<file path="config.mk">
export PLATFORM = sky130hd
export DESIGN_NAME = stream_pacer
export DESIGN_NICKNAME = d
export VERILOG_FILES = /design/src/rtl/stream_pacer.sv
export SDC_FILE = /design/constraint.sdc
export NUM_CORES = 1
export LEC_CHECK = 0
export ABC_AREA = 1
export CORE_MARGIN = 2
export CORE_UTILIZATION = 58
export CTS_BUF_LIST = sky130_fd_sc_hd__clkbuf_8
export CTS_CLUSTER_SIZE = 24
export DETAILED_ROUTE_END_ITERATION = 16
export HOLD_SLACK_MARGIN = 0.15
export PLACE_DENSITY = 0.79
export RECOVER_POWER = 100
export SLEW_MARGIN = 10
export SYNTH_ARGS = -nofsm -noshare
export SYNTH_HDL_FRONTEND = slang
export SYNTH_SLANG_ARGS = --single-unit
</file>
<file path="constraint.sdc">
create_clock -name clk -period 2.9 [get_ports clk]
set_input_delay 0.29 -clock clk [delete_from_list [all_inputs] [get_ports clk]]
set_output_delay 0.29 -clock clk [all_outputs]
set_load 0.05 [all_outputs]
</file>
<file path="src/rtl/stream_pacer.sv">
// Rate-smoothing stage: buffers bursty nd-strobed samples and re-emits them in order,
// at most once every SPACING cycles. Optional debug message port under PACER_MSG_EN.
module stream_pacer #(
    parameter int WIDTH     = 32,
    parameter int MWIDTH    = 1,
    parameter int LOG_DEPTH = 4,
    parameter int SPACING   = 2
) (
    input  logic              clk,
    input  logic              rst,
    input  logic [WIDTH-1:0]  in_data,
    input  logic              in_nd,
    input  logic [MWIDTH-1:0] in_m,
    output logic [WIDTH-1:0]  out_data,
    output logic              out_nd,
    output logic [MWIDTH-1:0] out_m,
    output logic              error
`ifdef PACER_MSG_EN
    ,
    output logic [WIDTH-1:0]  msg,
    output logic              msg_nd
`endif
);

    localparam int DEPTH = 2 ** LOG_DEPTH;
    localparam int EW    = MWIDTH + WIDTH;
    localparam int GW    = (SPACING > 1) ? $clog2(SPACING) : 1;
    localparam logic [GW-1:0]        GAP_RELOAD = GW'(SPACING - 1);
    localparam logic [LOG_DEPTH:0]   COUNT_FULL = (LOG_DEPTH + 1)'(DEPTH);

    logic [EW-1:0]        r_mem [DEPTH];
    logic [LOG_DEPTH-1:0] r_wptr;
    logic [LOG_DEPTH-1:0] r_rptr;
    logic [LOG_DEPTH:0]   r_count;
    logic [GW-1:0]        r_gap;
    logic [WIDTH-1:0]     r_out_data;
    logic                 r_out_nd;
    logic [MWIDTH-1:0]    r_out_m;
    logic                 r_error;

    logic                 w_full;
    logic                 w_wr;
    logic                 w_rd;
    logic [EW-1:0]        w_head;
    logic [LOG_DEPTH:0]   w_count_nxt;

    assign w_full = (r_count == COUNT_FULL);
    assign w_wr   = in_nd & ~w_full;
    assign w_rd   = (r_count != '0) & (r_gap == '0);
    assign w_head = r_mem[r_rptr];

    // Occupancy update from the write/read strobes of this cycle.
    always_comb begin
        w_count_nxt = r_count;
        case ({w_wr, w_rd})
            2'b10:   w_count_nxt = r_count + (LOG_DEPTH + 1)'(1);
            2'b01:   w_count_nxt = r_count - (LOG_DEPTH + 1)'(1);
            default: w_count_nxt = r_count;
        endcase
    end

    // Sample storage; contents need no reset since count gates every read.
    always_ff @(posedge clk) begin
        if (w_wr) begin
            r_mem[r_wptr] <= {in_m, in_data};
        end else begin
            r_mem[r_wptr] <= r_mem[r_wptr];
        end
    end

    // Pointers, occupancy, pacing gap, registered outputs and sticky overflow.
    always_ff @(posedge clk) begin
        if (rst) begin
            r_wptr     <= '0;
            r_rptr     <= '0;
            r_count    <= '0;
            r_gap      <= '0;
            r_out_data <= '0;
            r_out_nd   <= 1'b0;
            r_out_m    <= '0;
            r_error    <= 1'b0;
        end else begin
            r_count <= w_count_nxt;
            if (w_wr) begin
                r_wptr <= r_wptr + LOG_DEPTH'(1);
            end else begin
                r_wptr <= r_wptr;
            end
            if (w_rd) begin
                r_out_data <= w_head[WIDTH-1:0];
                r_out_m    <= w_head[EW-1:WIDTH];
                r_out_nd   <= 1'b1;
                r_rptr     <= r_rptr + LOG_DEPTH'(1);
                r_gap      <= GAP_RELOAD;
            end else begin
                r_out_nd <= 1'b0;
                if (r_gap != '0) begin
                    r_gap <= r_gap - GW'(1);
                end else begin
                    r_gap <= r_gap;
                end
            end
            // A full buffer drops the sample even if a read frees a slot this cycle.
            if (in_nd && w_full) begin
                r_error <= 1'b1;
            end else begin
                r_error <= r_error;
            end
        end
    end

    assign out_data = r_out_data;
    assign out_nd   = r_out_nd;
    assign out_m    = r_out_m;
    assign error    = r_error;

`ifdef PACER_MSG_EN
    logic [WIDTH-1:0] r_msg;
    logic             r_msg_nd;

    // Report only the first drop after reset, on the edge where error rises.
    always_ff @(posedge clk) begin
        if (rst) begin
            r_msg    <= '0;
            r_msg_nd <= 1'b0;
        end else if (in_nd && w_full && !r_error) begin
            r_msg    <= in_data;
            r_msg_nd <= 1'b1;
        end else begin
            r_msg    <= r_msg;
            r_msg_nd <= 1'b0;
        end
    end

    assign msg    = r_msg;
    assign msg_nd = r_msg_nd;
`endif

endmodule

</file>
==> flow_metrics.py <==
metrics = {
    "clock_tree": {
        "cts_buffers": 89,
        "cts_root_buf": "clkbuf_8",
        "ctsResizeCount": 0,
        "cts.sink_count": 576,
        "clockBufferDepth": 3,
        "cts_tree": "built",
        "clk_latency_ns": 0.66,
        "cts-hold-fix-buffers": 1,
        "cts_setup_buffers": 0,
        "cts.clk_slew.worst_paths_ns": 0.05,
        "htreeDepth": 3,
    },
    "cells_and_area": {
        "syn_to_final_growth_pct": 12.1,
        "fin_area_mm2": 0.0272,
        "layout_commonest_cell": "nand2_1",
        "drive_gt1_frac": 0.0699,
        "final_nets": 2473,
        "layout_common_cells": "740 x nand2_1, 528 x edfxtp_1, 371 x nand3_1, 359 x inv_1, 117 x nor2_1",
        "fill_cells": 3034,
    },
    "sta": {
        "hold_viol_final": 0,
        "maxSlewHeadroom": 0.0939,
        "min_period_over_period": 0.867,
        "setup_viol": 0,
        "tightest_slew_ns": 1.36,
        "setup-tns-final_ns": 0,
        "rsz0062_at_grt": "no",
        "fmax_mhz": 398,
        "whs_ns": 0.312,
        "drv_slew": 0,
        "finalCriticalPeriod_ns": 2.52,
        "worst_clock_skew_ns": 0.0523,
    },
    "floorplan": {
        "floorplan.initialDensity": 0.591,
        "rows": 74,
        "fp.dieH_um": 209,
        "dieArea_mm2": 0.0435,
        "core_mm2": 0.0411,
        "pin_count": 71,
        "die_x_um": 209,
    },
    "critical_path": {
        "cp-start-kind": "register",
        "critPathRequiredTime_ns": 3.15,
        "rr_startpoint": "r_count[0]$_SDFFE_PP0P_",
        "crit_fanout": 15,
        "endpoint_kind": "register",
        "r2r_setup_slack_ns": 0.38,
        "crit_start": "r_count[0]$_SDFFE_PP0P_",
        "arrival_ns": 2.77,
        "path_class": "register to register",
    },
    "grt": {
        "grt_max_degree": 168,
        "antenna_found_initial": 5,
        "overflow": 0,
        "grt_first_pass_wirelength_mm": 90.1,
        "grtUsageTotal": 0.270,
        "grt_pass1_vias": 16500,
    },
    "logic_synthesis": {
        "yosysWarnings": 0,
        "muxShareOfSynthArea": 0,
        "synth_xor_area_frac": 0.00216,
        "synth-simple-area-share": 0.211,
        "ys_seq_elements": 576,
        "syn_nets": 2383,
        "netlist-cell-type-count": 22,
        "synth_area_mm2": 0.0243,
        "syn-mean-instance-area_um2": 10.4,
        "synthAdderAreaFrac": 0.00412,
        "synth_top_family_by_area": "simple AND/OR/NAND/NOR gates",
        "synth_seq_area_share": 0.693,
        "syn_inst": 2339,
        "synth_compound_area_frac": 0.0129,
    },
    "place": {
        "dpl_cell_area_mm2": 0.0257,
        "place.port_buffers": 70,
        "place.gp.congestion": 0.853,
        "dpl.hpwl_mm": 33.1,
    },
    "status": {
        "outcome": "complete, no violations",
    },
    "route": {
        "dr.pass1.iters": 6,
        "wire_per_inst_um": 19.2,
        "initialDrtViolationCount": 2107,
        "via_per_inst": 5.55,
        "drc": 0,
        "drtAntennaViolNets": 0,
        "wl_mm": 58.4,
        "num_vias": 16900,
    },
    "worst_hold_path": {
        "min_path_type": "input pin to register",
        "hold_start": "in_nd",
    },
    "power_and_ir_drop": {
        "powerDensity_mw_per_mm2": 832,
        "power_uw": 22600,
        "irDropWorstVdd_mv": 0.748,
        "p_leak_uw": 0.0115,
    },
    "job": {
        "cap_violations": 0,
    },
}
[power by group]
| part | switching (uW) | internal [uW] | total [uW] |
|---|---|---|---|
| clock network | 3080 | 3320 | 6410 |
| logic | 4630 | 1880 | 6510 |
| registers | 248 | 9480 | 9720 |
[worst max-delay path, cell delays in order (launching register included)]
cell and delay, ns:
dfxtp_1 0.40, nor2_1 0.09, nand4_1 0.09, nand2_1 0.22, inv_1 0.25, nand2_1 0.21, nor2_4 0.34, clkbuf_2 0.51
[sequential cells by signal, summed over array words and instances (netlist names)]
name      count
r_count       5
out_m         1
r_gap         1
error         1
r_mem       528
r_wptr        4
out_data     32
r_rptr        4
[cell usage after synthesis]
master | number | area, um2
a21boi_0 | 1 | 7.51
a21oi_1 | 13 | 65.1
buf_1 | 8 | 30.0
buf_2 | 74 | 370
buf_4 | 14 | 105
buf_6 | 3 | 33.8
clkbuf_1 | 22 | 82.6
clkinv_1 | 1 | 3.75
dfxtp_1 | 48 | 961
edfxtp_1 | 528 | 15900
ha_1 | 8 | 100
inv_1 | 330 | 1240
inv_2 | 1 | 3.75
inv_4 | 2 | 12.5
nand2_1 | 740 | 2780
nand3_1 | 371 | 1860
nand4_1 | 2 | 12.5
nor2_1 | 126 | 473
o211ai_1 | 14 | 105
o21ai_0 | 26 | 130
o21ai_1 | 1 | 5.00
xor2_1 | 6 | 52.6
[per-stage QoR]
stage               utilization  worst slack, ns  cells
global placement          0.624            0.504   2869
floorplan                     -            0.145   2339
CTS                       0.666            0.579   3036
detailed placement        0.624            0.445   2869
global route              0.662            0.233   3036
finish                    0.662            0.385   3037
[area by class of cell]
cell class | instances | area, um2 | area share
antenna | 1 | 2.50 | 0.0000919
clock buffer | 99 | 1360 | 0.0501
clock inverter | 67 | 344 | 0.0126
inverter | 334 | 1260 | 0.0463
multi-input combinational | 1308 | 5650 | 0.208
sequential | 576 | 16800 | 0.618
tap | 532 | 666 | 0.0245
timing repair buffer | 120 | 1110 | 0.0406
[path summary, 6_finish.rpt]
| kind | cells after the start | endpoint |
|---|---|---|
| worst min register to register | 2 | error$_SDFFE_PP0P_ |
| worst min-delay path | 3 | error$_SDFFE_PP0P_ |
| worst max register to register | 7 | r_mem[2][9]$_DFFE_PP_ |
| worst max-delay path | 7 | r_mem[2][9]$_DFFE_PP_ |
[cell families (layout without fill, tap and decap cells)]
family / after synthesis / after routing
and+or+nand+nor: 1239 / 1239
DFF: 576 / 576
buffers and inverters: 455 / 620
AOI/OAI and AO/OA: 55 / 55
adders and majority gates: 8 / 8
xor gates and xnor gates: 6 / 6
other: 0 / 1
[metal layers]
| metal | global-route usage | vias to the layer above | wire length, um |
|---|---|---|---|
| met4 | 0.0993 | 0 | 1410 |
| li1 | - | 7828 | - |
| met3 | 0.0484 | 121 | 5540 |
| met5 | 0 | - | 0 |
| met1 | 0.360 | 8020 | 23000 |
| met2 | 0.448 | 883 | 28400 |
Power figures use the tool's default switching activity.
